[src/rtl/mycpu_lsu.sv]
// mycpu_lsu: load/store unit between EX and WB.
// Drives the data-SRAM handshake, aligns loads/stores, feeds bypass to decode.
module mycpu_lsu (
    input  logic        clk,
    input  logic        rst,
    input  logic        in_valid,
    output logic        in_ready,
    input  logic [31:0] in_result,
    input  logic [5:0]  in_c8,
    input  logic [31:0] in_rt,
    input  logic [4:0]  in_target,
    input  logic        in_wen,
    output logic        data_req,
    output logic        data_wr,
    output logic [31:0] data_addr,
    output logic [1:0]  data_size,
    output logic [3:0]  data_wstrb,
    output logic [31:0] data_wdata,
    input  logic        data_addr_ok,
    input  logic        data_data_ok,
    input  logic [31:0] data_rdata,
    output logic        wb_valid,
    output logic        wb_wen,
    output logic [4:0]  wb_waddr,
    output logic [31:0] wb_wdata,
    output logic [5:0]  bypass_tag,
    output logic [31:0] bypass_data
);

    typedef enum logic [1:0] {IDLE, REQ, WAIT, DONE} state_t;

    state_t      state, state_nx;
    logic [31:0] result_q, rt_q, rdata_q;
    logic [5:0]  c8_q;
    logic [4:0]  target_q;
    logic        wen_q;

    logic        accept, take_rdata;
    logic        is_load, is_store, sext;
    logic [2:0]  size;
    logic [1:0]  a;
    logic [3:0]  st_strb;
    logic [31:0] st_data, ld_data, m;
    logic [7:0]  ld_byte;
    logic [15:0] ld_half;

    assign accept   = in_valid && in_ready;
    assign is_load  = c8_q[5];
    assign is_store = c8_q[4];
    assign size     = c8_q[3:1];
    assign sext     = c8_q[0];
    assign a        = result_q[1:0];
    assign m        = rdata_q;
    assign take_rdata = (state == WAIT && data_data_ok) ||
                        (state == REQ && data_addr_ok && data_data_ok);

    // State register
    always_ff @(posedge clk or posedge rst) begin
        if (rst) state <= IDLE;
        else     state <= state_nx;
    end

    // Next-state logic for the SRAM transaction
    always_comb begin
        state_nx = state;
        case (state)
            IDLE: if (accept)
                      state_nx = (in_c8[5:4] == 2'b00) ? DONE : REQ;
            REQ:  if (data_addr_ok)
                      state_nx = data_data_ok ? DONE : WAIT;
            WAIT: if (data_data_ok) state_nx = DONE;
            DONE: state_nx = IDLE;
            default: state_nx = IDLE;
        endcase
    end

    // Holding registers for the accepted instruction and its read data
    always_ff @(posedge clk or posedge rst) begin
        if (rst) begin
            result_q <= '0;
            rt_q     <= '0;
            c8_q     <= '0;
            target_q <= '0;
            wen_q    <= 1'b0;
            rdata_q  <= '0;
        end else begin
            if (accept) begin
                result_q <= in_result;
                rt_q     <= in_rt;
                c8_q     <= in_c8;
                target_q <= in_target;
                wen_q    <= in_wen;
            end
            if (take_rdata) rdata_q <= data_rdata;
        end
    end

    // Store byte-lane strobes and lane-aligned data
    always_comb begin
        st_strb = 4'b1111;
        st_data = rt_q;
        case (size)
            3'b000: begin
                st_strb = 4'b0001 << a;
                st_data = {4{rt_q[7:0]}};
            end
            3'b001: begin
                st_strb = a[1] ? 4'b1100 : 4'b0011;
                st_data = {2{rt_q[15:0]}};
            end
            3'b011: begin
                case (a)
                    2'd0: begin st_strb = 4'b0001; st_data = {24'd0, rt_q[31:24]}; end
                    2'd1: begin st_strb = 4'b0011; st_data = {16'd0, rt_q[31:16]}; end
                    2'd2: begin st_strb = 4'b0111; st_data = {8'd0, rt_q[31:8]}; end
                    default: begin st_strb = 4'b1111; st_data = rt_q; end
                endcase
            end
            3'b100: begin
                case (a)
                    2'd0: begin st_strb = 4'b1111; st_data = rt_q; end
                    2'd1: begin st_strb = 4'b1110; st_data = {rt_q[23:0], 8'd0}; end
                    2'd2: begin st_strb = 4'b1100; st_data = {rt_q[15:0], 16'd0}; end
                    default: begin st_strb = 4'b1000; st_data = {rt_q[7:0], 24'd0}; end
                endcase
            end
            default: ;
        endcase
    end

    // Load extraction, extension and LWL/LWR merge
    always_comb begin
        ld_half = a[1] ? m[31:16] : m[15:0];
        case (a)
            2'd0:    ld_byte = m[7:0];
            2'd1:    ld_byte = m[15:8];
            2'd2:    ld_byte = m[23:16];
            default: ld_byte = m[31:24];
        endcase
        ld_data = m;
        case (size)
            3'b000: ld_data = {{24{sext & ld_byte[7]}}, ld_byte};
            3'b001: ld_data = {{16{sext & ld_half[15]}}, ld_half};
            3'b011: begin
                case (a)
                    2'd0:    ld_data = {m[7:0], rt_q[23:0]};
                    2'd1:    ld_data = {m[15:0], rt_q[15:0]};
                    2'd2:    ld_data = {m[23:0], rt_q[7:0]};
                    default: ld_data = m;
                endcase
            end
            3'b100: begin
                case (a)
                    2'd0:    ld_data = m;
                    2'd1:    ld_data = {rt_q[31:24], m[31:8]};
                    2'd2:    ld_data = {rt_q[31:16], m[31:16]};
                    default: ld_data = {rt_q[31:8], m[31:24]};
                endcase
            end
            default: ;
        endcase
    end

    // Handshake, SRAM, writeback and bypass outputs decoded from state
    always_comb begin
        in_ready    = (state == IDLE);
        data_req    = (state == REQ);
        data_wr     = 1'b0;
        data_addr   = '0;
        data_size   = 2'd0;
        data_wstrb  = 4'b0000;
        data_wdata  = '0;
        wb_valid    = (state == DONE);
        wb_wen      = 1'b0;
        wb_waddr    = '0;
        wb_wdata    = '0;
        bypass_tag  = '0;
        bypass_data = '0;
        if (state == REQ) begin
            data_wr = is_store;
            if (size == 3'b000 || size == 3'b001) begin
                data_addr = result_q;
                data_size = (size == 3'b000) ? 2'd0 : 2'd1;
            end else begin
                data_addr = {result_q[31:2], 2'b00};
                data_size = 2'd2;
            end
            if (is_store) begin
                data_wstrb = st_strb;
                data_wdata = st_data;
            end
        end
        if (state == DONE) begin
            wb_wen   = wen_q && !is_store;
            wb_waddr = target_q;
            wb_wdata = is_load ? ld_data : result_q;
        end
        if (state != IDLE) begin
            bypass_tag  = {is_load, wen_q ? target_q : 5'd0};
            bypass_data = is_load ? ((state == DONE) ? ld_data : 32'd0)
                                  : result_q;
        end
    end

endmodule

[config.mk]
export PLATFORM = sky130hd
export DESIGN_NAME = mycpu_lsu
export DESIGN_NICKNAME = d
export VERILOG_FILES = /design/src/rtl/mycpu_lsu.sv
export SDC_FILE = /design/constraint.sdc
export NUM_CORES = 1
export LEC_CHECK = 0
export BUFFER_PORTS_ARGS = -buffer_cell sky130_fd_sc_hd__buf_2
export CAP_MARGIN = 20
export CORE_ASPECT_RATIO = 0.5
export CORE_MARGIN = 1.5
export CORE_UTILIZATION = 35
export CTS_BUF_LIST = sky130_fd_sc_hd__clkbuf_4 sky130_fd_sc_hd__clkbuf_8
export DETAILED_ROUTE_END_ITERATION = 12
export GPL_ROUTABILITY_DRIVEN = 0
export PLACE_DENSITY = 0.66
export SLEW_MARGIN = 30
export SYNTH_ARGS = -nofsm -noshare
export SYNTH_HDL_FRONTEND = slang
export SYNTH_SLANG_ARGS = --single-unit
[constraint.sdc]
create_clock -name clk -period 4.36 [get_ports clk]
set_input_delay 0.654 -clock clk [delete_from_list [all_inputs] [get_ports clk]]
set_output_delay 0.654 -clock clk [all_outputs]
set_load 0.03 [all_outputs]
* Word-level counts from Yosys, hierarchy flattened
Index checks and enable logic that the tools add are counted.
** Word-level totals
- Register bits :: 110
- Logic and storage cells :: 72
- Memories :: 0
- ROM bits :: 0
- Bits of input ports :: 113
- Memory bits (writable) :: 0
- Latch bits :: 0
- Output and inout bits :: 150
** Cells by class
- Reductions and logical operators :: 14
- Order comparisons :: 0
- Shift operators :: 1
- Div/mod/pow operators :: 0
- Eq/ne operators :: 11
- Bitwise logic cells :: 2
- Mux-type cells :: 37
- $mul :: 0
- Add/sub/neg operators :: 0
** Operators by type and width (count)
- $pmux 32 s3 :: 4
- $mux 32 :: 8
- $pmux 32 s4 :: 2
- $pmux 8 s3 :: 1
- $mux 16 :: 1
- $pmux 4 s4 :: 1
- $mux 2 :: 7
- $mux 4 :: 3
- $pmux 4 s3 :: 1
- $mux 5 :: 2
- $pmux 3 s3 :: 1
- $pmux 2 s4 :: 1
- $eq 2x2->1 const B :: 3
- $logic_not 2->1 :: 3
- $mux 6 :: 1
- $logic_and 1x1->1 :: 5
- $eq 2x1->1 const B :: 2
- $mux 1 :: 4
- $ne 2x1->1 const B :: 2
- $shl 1x2->4 const A :: 1
- $eq 3x1->1 const B :: 1
- $eq 3x2->1 const B :: 1
- $eq 3x3->1 const B :: 1
- $logic_not 3->1 :: 1
- 6 further kinds :: 8

* Longest topological paths before layout
- Depth after elaboration :: 7
- Depth in mapped cells :: 9

* Worst setup path before layout
No wires, ideal clock.
- Path type :: reg2out
- Start :: register state[1]
- End :: output port data_wdata[15]
- Path buffers :: 2
- Cell stages (with the launch flop) :: 9
- Slack :: 1158 ps
- Arrival time :: 2548 ps
- Path through :: dfrtp_1 > inv_1 > ha_1 > clkbuf_1 > nand2_1 > inv_1 > clkbuf_1 > o21ai_0 > a31oi_1
** Between the ends
- Longest elaborated chain between the ends :: 2
** Ends and longest elaborated chain
- start, declared :: line 32 : state_t state, state_nx;
- start signal, assigned :: line 60 : else state <= state_nx;
- $eq 2x1->1
- net data_req :: line 13 : output logic data_req,
- $mux 32 :: line 179 : if (state == REQ) begin
- end, declared :: line 18 : output logic [31:0] data_wdata,
The timed path passes the listed nets, and every way through them passes these cells.

* Worst setup path after layout
- Start :: register result_q[1]
- End :: output port bypass_data[18]
** Between the ends
- Longest elaborated chain between the ends :: 7
- Elaborated cells on any way between the ends :: 13
- Classes of those cells :: eq/ne: 2; mux: 8; bitwise: 2; reduce/logical: 1
** Ends and longest elaborated chain
- start, declared :: line 33 : logic [31:0] result_q, rt_q, rdata_q;
- start signal, assigned :: line 88 : result_q <= in_result;
- $eq 2x2->1, or another cell as far along :: line 134, 145, 153
- $pmux 8 s3 :: line 134 : case (a)
- $and 1x1->1 :: line 142 : 3'b000: ld_data = {{24{sext & ld_byte[7]}}, ld_byte};
- $pmux 32 s4 * :: line 141 : case (size)
- $mux 32 * (2 in series) :: line 200 : bypass_data = is_load ? ((state == DONE) ? ld_data : 32'd0)
- $mux 32 * :: line 198 : if (state != IDLE) begin
- end, declared :: line 27 : output logic [31:0] bypass_data
Every way passes the cells marked *; elsewhere a longest branch is shown, timed or not.

==> impl_metrics.py <==
metrics = {
    "status": {
        "outcome": "finished with violations",
        "failed_checks": "negative setup slack",
    },
    "route": {
        "vias_per_cell": 6.05,
        "detailroute.via_count": 9808,
        "drtAntennaViolNets": 0,
        "drc": 0,
        "detail_route.wl_per_cell_um": 22.9,
        "dr.pass1.iters": 7,
        "finalWirelength_mm": 37.2,
        "detail_route.iter0.violations": 1125,
    },
    "global_routing": {
        "met1_usage_pct": 39.2,
        "grt-ovfl-total": 0,
        "globalRouteTotalUtil_pct": 28.2,
        "grt_start_max_net_pins": 77,
        "global_route_wire_length_before_repair_mm": 55.6,
        "grt_pass1_vias": 9182,
        "antenna_found_initial": 0,
        "groute.layer.met2.usage_pct": 41.0,
        "grt.met3_usage_pct": 8.56,
        "grt.busiest_layer": "met2",
    },
    "die": {
        "fp.dieH_um": 115,
        "pin_count": 263,
        "floorplan.die_area_sq_um": 26200,
        "floorplan.initialDensity_pct": 36.2,
        "floorplan.core_area_sq_um": 24400,
        "die-width_um": 227,
        "fp-row-count": 40,
    },
    "layout": {
        "syn_to_final_growth_pct": 21.0,
        "final_design_area_no_fill_sq_um": 10700,
        "nFillCells": 2497,
        "ratio_of_cells_with_drive_above_1_in_the_final_layout_pct": 35.6,
        "final_net_count": 1396,
        "layoutNonFillerInstCount": 1620,
        "n_antenna_cell": 0,
        "most_common_cell_after_layout_fill_and_taps_aside": "sky130_fd_sc_hd__buf_2",
        "mostFrequentLayoutCells": "262 x sky130_fd_sc_hd__buf_2, 114 x sky130_fd_sc_hd__mux2_2, 107 x sky130_fd_sc_hd__dfrtp_1",
    },
    "logic_synthesis": {
        "synthesis.yosys.warnings": 0,
        "dominantRegCellSynth": "sky130_fd_sc_hd__dfrtp_1",
        "synth_seq_cells": 110,
        "post_synth_inst_count": 1066,
        "synth_nets": 1183,
        "synth_edf_count": 0,
        "synth.yosys.seq_area_share_pct": 31.2,
        "ys_async_sr_fraction_pct": 100,
        "synth_top_area_share_pct": 31.2,
        "synth_cell_type_count": 59,
        "netlist_area_sq_um": 8820,
        "synth_top_cell_by_area": "sky130_fd_sc_hd__dfrtp_1",
        "syn_avg_cell_area_sq_um": 8.27,
        "synth_area_leaders": "sky130_fd_sc_hd__dfrtp_1 31%, sky130_fd_sc_hd__mux2_2 15%, sky130_fd_sc_hd__a21oi_1 5.3%, sky130_fd_sc_hd__nand2_1 4.1%, sky130_fd_sc_hd__mux2i_1 4.0%",
    },
    "placed_design": {
        "placedCellCount": 1604,
        "place.port_buffers": 262,
        "hpwl_dp_mm": 27.8,
        "placement.cell_area_sq_um": 10500,
    },
    "setup_path": {
        "crit_start": "result_q[1]",
        "timing.setup.critical_path_class": "register to primary output",
        "worstRegToRegCells": 7,
        "critPathRequiredTime_ns": 3.71,
        "timing.critical_path.fanout_max": 38,
        "critical_path.endpoint_type": "primary output",
        "worst_setup_path_start_kind": "register",
        "cp.arrival_ns": 3.72,
        "critical_path.reg2reg.startpoint": "state[1]",
    },
    "clock_network": {
        "clk_pin_slew_worst_paths_ns": 0.12,
        "cts-root-to-sink-buffers": 2,
        "clkLatencyLatePin_ns": 0.44,
        "tritoncts.num_buffers": 9,
        "clock_tree_from_tritoncts": "yes",
        "clock-sinks": 110,
        "cts_root_buf": "sky130_fd_sc_hd__clkbuf_8",
        "cts_htree_levels": 3,
        "post-cts-setup-buffer-count": 0,
    },
    "timing": {
        "min_period_ns": 4.37,
        "worstMarginPinSlew_ns": 0.995,
        "layout_worst_path_cycle_share_pct": 100,
        "slew_viol_final": 0,
        "setup_ws_final_ns": -0.0141,
        "report.final.setup_viol": 1,
        "final.setup_skew_ns": 0.0152,
        "slew_headroom_pct": 33.6,
        "final.hold.worst_slack_ns": 0.273,
        "hold_viol": 0,
        "rsz_0062_raised_after_global_routing": "no",
        "max_freq_ghz": 0.229,
    },
    "min_path": {
        "min-delay-path-class": "input port to async pin",
    },
    "flow_run": {
        "cap_violations": 0,
    },
}
[Yosys cell counts (6+ instances only)]
cell / instances
sky130_fd_sc_hd__a2111oi_0: 10
sky130_fd_sc_hd__nand3_1: 11
sky130_fd_sc_hd__inv_1: 15
sky130_fd_sc_hd__a21oi_1: 93
sky130_fd_sc_hd__o221a_2: 8
sky130_fd_sc_hd__nand2_1: 97
sky130_fd_sc_hd__buf_1: 11
sky130_fd_sc_hd__nor2_1: 87
sky130_fd_sc_hd__o211ai_1: 16
sky130_fd_sc_hd__nand2b_1: 6
sky130_fd_sc_hd__and2_1: 41
sky130_fd_sc_hd__and3_1: 12
sky130_fd_sc_hd__o21a_1: 6
sky130_fd_sc_hd__a2bb2oi_1: 6
sky130_fd_sc_hd__nor2b_1: 34
sky130_fd_sc_hd__o21ai_0: 66
sky130_fd_sc_hd__nor3_1: 52
sky130_fd_sc_hd__clkbuf_1: 70
sky130_fd_sc_hd__o221ai_1: 11
sky130_fd_sc_hd__o22ai_1: 19
sky130_fd_sc_hd__nor4_1: 7
sky130_fd_sc_hd__buf_2: 17
sky130_fd_sc_hd__mux2i_1: 35
sky130_fd_sc_hd__dfrtp_1: 110
sky130_fd_sc_hd__mux2_2: 114
sky130_fd_sc_hd__a221oi_1: 9
sky130_fd_sc_hd__a311oi_1: 15
sky130_fd_sc_hd__a211oi_1: 19
[area by class of cell]
type / instances / area (sq um) / share of cell area [%]
clock buffers: 10 / 131 / 1.23
well taps: 336 / 420 / 3.94
flip-flops and latches: 110 / 2760 / 25.9
repair buffers: 301 / 1620 / 15.2
inverters: 17 / 68.8 / 0.645
clock inverters: 6 / 43.8 / 0.410
multi-input cells: 840 / 5630 / 52.8
[worst max-delay path, stage by stage, from the launching register on]
cell                      delay (ns)
sky130_fd_sc_hd__dfrtp_2        0.62
sky130_fd_sc_hd__buf_4          0.34
sky130_fd_sc_hd__or4b_2         0.89
sky130_fd_sc_hd__o21ai_0        0.67
sky130_fd_sc_hd__nor4_1         0.14
sky130_fd_sc_hd__buf_4          0.17
sky130_fd_sc_hd__nor3b_1        0.20
sky130_fd_sc_hd__buf_2          0.23
[stage by stage]
stage / utilization [%] / TNS [ns] / worst slack [ns]
floorplan: - / 0 / 0.804
global placement: 43.0 / 0 / 0.616
detailed placement: 43.0 / 0 / 0.564
CTS: 43.7 / 0 / 0.0410
global route: 43.8 / 0 / 0.0198
finish: 43.8 / -0.0141 / -0.0141
[routing by layer]
| layer | share of wire (%) | up-vias |
|---|---|---|
| met5 | 0 | - |
| met4 | 4.2 | 0 |
| met3 | 11 | 132 |
| met2 | 42 | 599 |
| met1 | 43 | 4720 |
| li1 | - | 4357 |
[cells by family (layout without fill, tap and decap cells)]
group | Yosys count | after routing | synth area share (%)
flip-flops | 110 | 110 | 31.2
adder cells (fa/ha/maj) | 4 | 4 | 0.567
AND/OR/NAND/NOR | 372 | 372 | 20.8
buffers and inverters | 116 | 334 | 5.26
multiplexers | 149 | 149 | 18.5
AO/OA/AOI/OAI | 315 | 315 | 23.6
[flip-flops by register name, summed over array words and instances, names as in the netlist]
register,cells
c8_q,6
m,32
target_q,5
state,2
rt_q,32
wen_q,1
result_q,32
[worst paths after layout]
kind,slack [ns],endpoint
max reg2reg,2.21,m[16]
max in group asynchronous,3.32,rt_q[1]
min,0.27,result_q[26]
min in group clk,0.43,result_q[21]
min reg2reg,0.53,target_q[3]
max,-0.01,bypass_data[18]
[repair_timing]
item,in CTS,in global routing
hold endpoints to repair,0,0
gates resized for setup,0,2
setup endpoints to repair,0,3
hold buffers,0,0
Power is left out: the tool's default activity adds up to more than one toggle a clock period on the data nets, which glitch-free logic cannot reach.
